### config.mk
export PLATFORM = sky130hd
export DESIGN_NAME = pipe_hold_ctrl
export DESIGN_NICKNAME = d
export VERILOG_FILES = /design/src/rtl/pipe_hold_ctrl.sv
export SDC_FILE = /design/constraint.sdc
export NUM_CORES = 1
export LEC_CHECK = 0
export ABC_AREA = 1
export BUFFER_PORTS_ARGS = -buffer_cell sky130_fd_sc_hd__buf_2
export CAP_MARGIN = 10
export CORE_UTILIZATION = 46
export CTS_CLUSTER_SIZE = 8
export DETAILED_ROUTE_END_ITERATION = 16
export PLACE_DENSITY = 0.8
export SYNTH_ARGS = -nofsm -noshare
export SYNTH_HDL_FRONTEND = slang
export SYNTH_SLANG_ARGS = --single-unit
export TNS_END_PERCENT = 100
### constraint.sdc
create_clock -name Clk -period 1.5 [get_ports Clk]
set_input_delay 0.075 -clock Clk [delete_from_list [all_inputs] [get_ports Clk]]
set_output_delay 0.075 -clock Clk [all_outputs]
set_load 0.01 [all_outputs]
### src/rtl/pipe_hold_ctrl.sv
// -----------------------------------------------------------------------------
// pipe_hold_ctrl
//
// Pipeline hold/flush controller. It produces the hold and flush controls for
// the inter-stage registers (PC, IF/ID, ID/EX, EX/MEM) and the single PC
// redirect strobe.
//
// Priority each cycle:
//   memory stall > EX stall > jump (pending or new) > ID load-use.
//
// If EX resolves a jump while memory is stalling, the target is remembered.
// It is replayed in the first cycle in which neither stall is requested.
//
// Outputs are combinational from the current state and inputs. All outputs are
// forced to 0 while Rst is low.
//
// Parameters:
//   ADDR_WIDTH   width of the jump target address
//   FLUSH_EXTRA  extra cycles (0..7) IF/ID stays flushed after a redirect
//
// Ports:
//   Clk, Rst            clock, asynchronous active-low reset
//   JumpFlagFromEx      EX resolved a taken branch/jump this cycle
//   JumpAddrFromEx      redirect target from EX
//   StallReqFromEx      multi-cycle EX operation busy
//   StallReqFromMem     data memory not ready
//   LoadUseFromId       ID source depends on a load currently in EX
//   HoldPc/HoldIf2Id/HoldId2Ex/HoldEx2Mem   1 = register keeps its value
//   FlushIf2Id/FlushId2Ex                  1 = register loads a bubble
//   JumpFlagToPc        one-cycle redirect strobe
//   JumpAddrToPc        redirect target, 0 when JumpFlagToPc is 0
//
// Optional feature (macro PIPE_HOLD_CTRL_PERF_EN):
//   StallCycleCnt       counts cycles with HoldPc = 1 (wraps at 2^32)
//   RedirectCnt         counts cycles with JumpFlagToPc = 1 (wraps at 2^32)
// -----------------------------------------------------------------------------
module pipe_hold_ctrl #(
    parameter int ADDR_WIDTH  = 64,
    parameter int FLUSH_EXTRA = 1
) (
    input  logic                  Clk,
    input  logic                  Rst,
    input  logic                  JumpFlagFromEx,
    input  logic [ADDR_WIDTH-1:0] JumpAddrFromEx,
    input  logic                  StallReqFromEx,
    input  logic                  StallReqFromMem,
    input  logic                  LoadUseFromId,
    output logic                  HoldPc,
    output logic                  HoldIf2Id,
    output logic                  HoldId2Ex,
    output logic                  HoldEx2Mem,
    output logic                  FlushIf2Id,
    output logic                  FlushId2Ex,
    output logic                  JumpFlagToPc,
    output logic [ADDR_WIDTH-1:0] JumpAddrToPc
`ifdef PIPE_HOLD_CTRL_PERF_EN
    ,
    output logic [31:0]           StallCycleCnt,
    output logic [31:0]           RedirectCnt
`endif
);

    typedef enum logic [1:0] {
        RUN     = 2'd0,
        MEMWAIT = 2'd1,
        EXWAIT  = 2'd2,
        FLUSH   = 2'd3
    } state_e;

    localparam logic [2:0] FLUSH_INIT = 3'(FLUSH_EXTRA);

    state_e                  state_q, state_d;
    logic                    pend_jump_q, pend_jump_d;
    logic [ADDR_WIDTH-1:0]   pend_addr_q, pend_addr_d;
    logic [2:0]              flush_cnt_q, flush_cnt_d;

    logic                    hold_pc, hold_if2id, hold_id2ex, hold_ex2mem;
    logic                    flush_if2id, flush_id2ex, jump_flag;
    logic [ADDR_WIDTH-1:0]   jump_addr;

    // NOTE: state registers use non-blocking assignments so that every
    // flop samples the values from before the edge.
    always_ff @(posedge Clk or negedge Rst) begin
        if (!Rst) begin
            state_q     <= RUN;
            pend_jump_q <= 1'b0;
            pend_addr_q <= '0;
            flush_cnt_q <= 3'd0;
        end else begin
            state_q     <= state_d;
            pend_jump_q <= pend_jump_d;
            pend_addr_q <= pend_addr_d;
            flush_cnt_q <= flush_cnt_d;
        end
    end

    // NOTE: every signal in this block gets a default first, so that no latch
    // is inferred on any branch.
    always_comb begin
        state_d     = state_q;
        pend_jump_d = pend_jump_q;
        pend_addr_d = pend_addr_q;
        flush_cnt_d = flush_cnt_q;
        hold_pc     = 1'b0;
        hold_if2id  = 1'b0;
        hold_id2ex  = 1'b0;
        hold_ex2mem = 1'b0;
        flush_if2id = 1'b0;
        flush_id2ex = 1'b0;
        jump_flag   = 1'b0;
        jump_addr   = '0;

        if (StallReqFromMem) begin
            hold_pc     = 1'b1;
            hold_if2id  = 1'b1;
            hold_id2ex  = 1'b1;
            hold_ex2mem = 1'b1;
            state_d     = MEMWAIT;
            // Keep only the first target. The held EX instruction keeps
            // re-raising the same jump until the stall releases.
            if (JumpFlagFromEx && !pend_jump_q) begin
                pend_jump_d = 1'b1;
                pend_addr_d = JumpAddrFromEx;
            end
        end else if (StallReqFromEx) begin
            hold_pc    = 1'b1;
            hold_if2id = 1'b1;
            hold_id2ex = 1'b1;
            state_d    = EXWAIT;
        end else if (pend_jump_q ||
                     (JumpFlagFromEx && (state_q == RUN || state_q == FLUSH))) begin
            // A pending jump has precedence over a new flag in the same cycle.
            jump_flag   = 1'b1;
            jump_addr   = pend_jump_q ? pend_addr_q : JumpAddrFromEx;
            flush_if2id = 1'b1;
            flush_id2ex = 1'b1;
            pend_jump_d = 1'b0;
            pend_addr_d = '0;
            flush_cnt_d = FLUSH_INIT;
            state_d     = (FLUSH_EXTRA > 0) ? FLUSH : RUN;
        end else if (flush_cnt_q != 3'd0) begin
            // A non-zero count means a flush sequence is active. A stall
            // only pauses the sequence, so it resumes after a wait state.
            flush_if2id = 1'b1;
            flush_cnt_d = flush_cnt_q - 3'd1;
            state_d     = (flush_cnt_q == 3'd1) ? RUN : FLUSH;
        end else begin
            state_d = RUN;
            if (LoadUseFromId) begin
                hold_pc     = 1'b1;
                hold_if2id  = 1'b1;
                flush_id2ex = 1'b1;
            end
        end
    end

    // Reset forces every output low at once, even if a stall or a flush
    // is being requested.
    assign HoldPc       = Rst & hold_pc;
    assign HoldIf2Id    = Rst & hold_if2id;
    assign HoldId2Ex    = Rst & hold_id2ex;
    assign HoldEx2Mem   = Rst & hold_ex2mem;
    assign FlushIf2Id   = Rst & flush_if2id;
    assign FlushId2Ex   = Rst & flush_id2ex;
    assign JumpFlagToPc = Rst & jump_flag;
    assign JumpAddrToPc = Rst ? jump_addr : '0;

`ifdef PIPE_HOLD_CTRL_PERF_EN
    logic [31:0] stall_cnt_q;
    logic [31:0] redirect_cnt_q;

    always_ff @(posedge Clk or negedge Rst) begin
        if (!Rst) begin
            stall_cnt_q    <= 32'd0;
            redirect_cnt_q <= 32'd0;
        end else begin
            if (HoldPc)       stall_cnt_q    <= stall_cnt_q + 32'd1;
            if (JumpFlagToPc) redirect_cnt_q <= redirect_cnt_q + 32'd1;
        end
    end

    assign StallCycleCnt = stall_cnt_q;
    assign RedirectCnt   = redirect_cnt_q;
`endif

endmodule

Word-level counts from Yosys, hierarchy flattened

Index checks and enable logic that the tools add are counted.
W data, S select, Z words.

Flip-flop bits (word level): 70
Output and inout bits: 71

Add/subtract/negate cells: 1
Eq/ne operators: 4
Muxes and demuxes: 38
Bitwise logic cells: 8
Reduce and logical (&&, ||, !) cells: 11

Operators by type and width:

| cell                  | number |
|---|---|
| $mux W64              | 9 |
| $mux W1               | 22 |
| $mux W2               | 5 |
| $and A1 B1 Y1         | 6 |
| $mux W3               | 2 |
| $reduce_and A3 Y1     | 2 |
| $ne A2 B1 Y1 const B  | 2 |
| $reduce_bool A2 Y1    | 2 |
| $eq A3 B1 Y1 const B  | 1 |
| $reduce_bool A3 Y1    | 1 |
| $sub A3 B1 Y3 const B | 1 |
| $eq A2 B2 Y1 const B  | 1 |
| $logic_and A1 B1 Y1   | 2 |
| $logic_not A2 Y1      | 1 |
| $logic_or A1 B1 Y1    | 2 |
| $not A1 Y1            | 2 |
| $logic_not A1 Y1      | 1 |

Depth between registers and ports, before layout

Word-level depth: 8
Mapped depth: 8

Least setup slack after synthesis

No wires, ideal clock.

Path type: register to output
Start point: register flush_cnt_q[0]
End point: output port HoldPc
Arrival time: 1.275 ns
Setup slack: 0.150 ns
Stages on the path, launching flop included: 8
Path buffers: 1
Path through: dfrtp_1 inv_1 ha_1 nand2_1 nor2_1 nand2_1 o22ai_1 buf_4

Word-level cells in the longest chain between the ends: 6

Ends and longest elaborated chain:

| what                     | RTL line | text |
|---|---|---|
| start: declaration       | 75       | `logic [2:0] flush_cnt_q, flush_cnt_d;` |
| start signal: assignment | 93       | `flush_cnt_q <= flush_cnt_d;` |
| $reduce_bool A3 Y1       | 141      | `end else if (flush_cnt_q != 3'd0) begin` |
| $mux W1 (4 in a row)     | n/a      |  |
| $and A1 B1 Y1            | n/a      |  |
| end: declaration         | 48       | `output logic HoldPc,` |

No other way between the ends.

Worst setup path in the final report

Start point: register state_q[1]
End point: output port JumpAddrToPc[58]

Word-level cells in the longest chain between the ends: 8
Elaborated cells between the ends (all ways): 9
Classes of those cells: 1 x eq/ne; 4 x mux; 4 x reduce/logical

Ends and longest elaborated chain:

| what                                             | RTL line | text |
|---|---|---|
| start: declaration                               | 72       | `state_e state_q, state_d;` |
| start signal: assignment                         | 90       | `state_q <= state_d;` |
| $eq A2 B2 Y1 or $logic_not A2 Y1 (tied branches) | 131      | `(JumpFlagFromEx && (state_q == RUN \|\| state_q == FLUSH))) begin` |
| $logic_or A1 B1 Y1 (*)                           | 131      |  |
| $logic_and A1 B1 Y1 (*)                          | 131      |  |
| $logic_or A1 B1 Y1 (*)                           | 130      | `end else if (pend_jump_q \|\|` |
| $mux W64 (*)                                     | 130      |  |
| $mux W64 (*)                                     | 125      | `end else if (StallReqFromEx) begin` |
| $mux W64 (*)                                     | 113      | `if (StallReqFromMem) begin` |
| $mux W64 (*)                                     | 166      | `assign JumpAddrToPc = Rst ? jump_addr : '0;` |
| end: declaration                                 | 55       | `output logic [ADDR_WIDTH-1:0] JumpAddrToPc` |

Every way passes the cells marked *; elsewhere a longest branch is shown, timed or not.

==> impl_metrics.csv <==
group,metric,value,unit
status,status,"complete, but fails checks",
status,failed_checks,"negative setup slack",
die,pin_count,141,
placement,hpwl,6830,um
cells_and_area,postLayoutCoreUtil,74.4,%
cells_and_area,layout.nets,771,
grt,overflow,0,
routing,viasPerCell,5.27,
worst_setup_path,setup.worst_path.end,"JumpAddrToPc[58]",
clock_network,cts_num_sinks,70,
worst_setup_path,reg2reg_slack,0.08,ns
cells_and_area,n_fill_cell,555,
yosys,netlist_instances,484,
yosys,syn_area_per_cell,8.28,sq um
placement,gp_congestion,0.736,
timing,fin_ws,-0.289,ns
worst_setup_path,worst-setup-path-type,"flop to output port",
die,dieWidth,95.3,um
cells_and_area,regArea,1760,sq um
worst_setup_path,r2r-start,"pend_jump_q",
yosys,yosys-top-cells-area,"dfrtp_1, mux2i_1, nand2_1, nand3_1, nor2_1",
cells_and_area,diodes,0,
die,initial_utilization,48.0,%
die,die_h,95.3,um
routing,wl,12800,um
worst_setup_path,critical_path.cell_chain,"inv_1, nand2_1, nand3_2, nand2_4, nand3_4, buf_12, buf_12, nor2_2, buf_2",
routing,drt_pre_antenna_iters,5,
yosys,synth_warnings,0,
routing,drt_first_iter_violations,258,
yosys,synth_top_area_cell,"dfrtp_1",
grt,grt.total_usage,28.5,%
routing,wl_per_cell,15.9,um
worst_setup_path,slowest_stage,"dfrtp_1",
yosys,syn_area,4010,sq um
clock_network,clk_pin_slew,0.07,ns
timing,rsz0062_at_grt,"true",
placement,dpl.cell_count,710,
worst_setup_path,reg2reg_depth,6,
clock_network,insertion_delay,0.33,ns
cells_and_area,syn_to_final_growth,54.8,%
grt,grt_pass1_vias,4169,
worst_setup_path,cp_max_fo,16,
die,fp.coreArea,8340,sq um
yosys,ys_types,20,
yosys,synth_top_area_share,43.7,%
timing,finalCritPeriodShare,119,%
worst_setup_path,worstPathArrival,1.71,ns
worst_setup_path,r2r-end,"pend_addr_q[39]",
worst_setup_path,max_stage_delay,0.36,ns
worst_setup_path,startpoint,"state_q[1]",
timing,slew_viol_final,0,
routing,drc,0,
cells_and_area,stdcell_count,806,
flow_run,cap_violations,0,
timing,finalHoldViolations,0,
timing,setup_tns,-14.97,ns
yosys,synth-seq-area-share,43.7,%
power_and_ir_drop,ir_worst_vdd,0.651,mV
grt,antenna_found_initial,0,
placement,port_buffers,140,
clock_network,root_buffer,"clkbuf_8",
worst_setup_path,cp_data_required_time,1.42,ns
timing,max_freq,559,MHz
clock_network,clock_path_buffers,2,
yosys,synthesis.nets,557,
grt,grt_max_degree,39,
clock_network,cts_tree,"done",
clock_network,cts_buffers,9,
timing,layout_min_cycle_time,1.79,ns
yosys,synth-seq-cells,70,
grt,grt_pass1_wl,19800,um
die,dieArea,9090,sq um
worst_setup_path,path_delay_family,"buffers and inverters",
worst_hold_path,min_path_type,"primary input to flop",
routing,vias,4244,
worst_setup_path,crit_path_start_kind,"flop",
worst_setup_path,crit_top_cell,"buf_12",
cells_and_area,multi_input_area,2170,sq um
power_and_ir_drop,cellPowerDensity,984,nW/um^2
timing,finalSetupViolations,69,
die,rows,33,
worst_setup_path,crit_buf_inv,4,
clock_network,h-tree-depth,3,
routing,drtAntennaViolNets,0,
timing,slew_headroom,68.4,%
power_and_ir_drop,p_leak,3.33,nW
worst_setup_path,cp-end-kind,"output port",
cells_and_area,drive_gt1_share,36.1,%
worst_setup_path,cp_num_cells,9,
timing,worstMarginPinSlew,0.474,ns
timing,fin_skew,0.0138,ns
[worst min path at each step]
| stage | cells after the start | end | slack, ns | from |
|---|---|---|---|---|
| 5_1_grt | 3 | state_q[1] | 0.06 | StallReqFromEx |
| 6_report | 3 | state_q[1] | 0.06 | StallReqFromEx |
| 3_5_place_dp | 2 | pend_addr_q[13] | 0.09 | Rst |
| 4_1_cts | 3 | state_q[0] | 0.04 | StallReqFromMem |
| 3_3_place_gp | 2 | pend_addr_q[6] | 0.08 | Rst |
| 2_1_floorplan | 0 | flush_cnt_q[0] | -0.22 | Rst |
[metrics by stage]
| stage | power, mW | hold slack [ns] | setup WS, ns | area (sq um) |
|---|---|---|---|---|
| finish | 6.11 | 0.0645 | -0.289 | 6200 |
| global route | 6.45 | 0.0638 | -0.388 | 6200 |
| CTS | 5.96 | 0.0443 | -0.232 | 6100 |
| detailed placement | 4.16 | 0.0948 | 0.0509 | 4800 |
| global placement | 4.05 | 0.0824 | 0.0849 | 4800 |
| floorplan | 3.64 | -0.221 | 0.150 | 4010 |
[worst register-to-register path: stages (launching register included)]
cell	delay, ns
dfrtp_4	0.53
inv_4	0.09
buf_6	0.12
nand3_2	0.10
buf_4	0.26
nand3_1	0.14
nand2_1	0.06
[report_power, final]
| group | total (mW) | internal, mW | switching [mW] |
|---|---|---|---|
| clock | 1.29 | 0.624 | 0.667 |
| combinational | 2.29 | 1.07 | 1.22 |
| sequential | 2.53 | 2.28 | 0.251 |
[repair_timing]
item | 4_1_cts | 5_1_grt
hold endpoints to repair | 96 | 0
cloned | 5 | 0
setup endpoints to repair | 69 | 125
pin swaps | 8 | 6
hold buffers | 65 | 0
gates resized for setup | 74 | 26
setup buffers | 11 | 2
[layout make-up]
type                    count  share of cell area [%]
clock buffers              12                    2.34
flip-flops and latches     70                    28.3
repair buffers            237                    30.9
clock inverters             2                   0.161
well taps                 105                    2.12
multi-input cells         362                    35.0
inverters                  18                    1.17
[routing by layer]
metal | up-vias | share of wire (%) | global-route usage [%]
met5 | - | 0 | 0
met4 | 0 | 3.1 | 11.7
met3 | 42 | 4.8 | 4.78
met2 | 179 | 53 | 50.7
met1 | 2039 | 40 | 33.9
li1 | 1984 | - | -
[logic make-up after synthesis]
kind of cell,after synthesis,share of synthesized area [%]
AND/OR/NAND/NOR,290,30.6
flip-flops,70,43.7
multiplexers,64,16.0
buffers and inverters,52,8.03
AO/OA/AOI/OAI,4,0.531
adder cells (fa/ha/maj),3,0.937
XOR/XNOR,1,0.219
[registers in the layout (all words and copies together), names as in the netlist]
name         count
pend_jump_q      1
state_q          2
flush_cnt_q      3
pend_addr_q     64
[synth_stat cells, drive strengths merged]
cell type and n:
a21oi 1, nand2 149, clkbuf 1, dfrtp 70, o21ai 2, nor2 70
xor2 1, mux2i 64, buf 33, nand3 71, inv 18, ha 3
o22ai 1
[cell usage in the layout (no fill, tap or decap), types with 2 or more instances in the layout]
cell type        n
nand2_1        145
clkinv_2         2
dlygate4sd3_1   65
nand3_2          2
clkbuf_1         2
inv_2            4
nor2_4          14
mux2i_2          2
nand3_1         67
inv_4            2
mux2i_1         62
buf_4           12
clkbuf_8        10
nand3_4          2
ha_1             2
buf_16           4
nand2_4          3
nor2_2          35
buf_12           9
buf_2          126
buf_6           20
inv_1           12
dfrtp_1         69
nor2_1          21
Note: power is estimated with default switching activity, not from simulation.
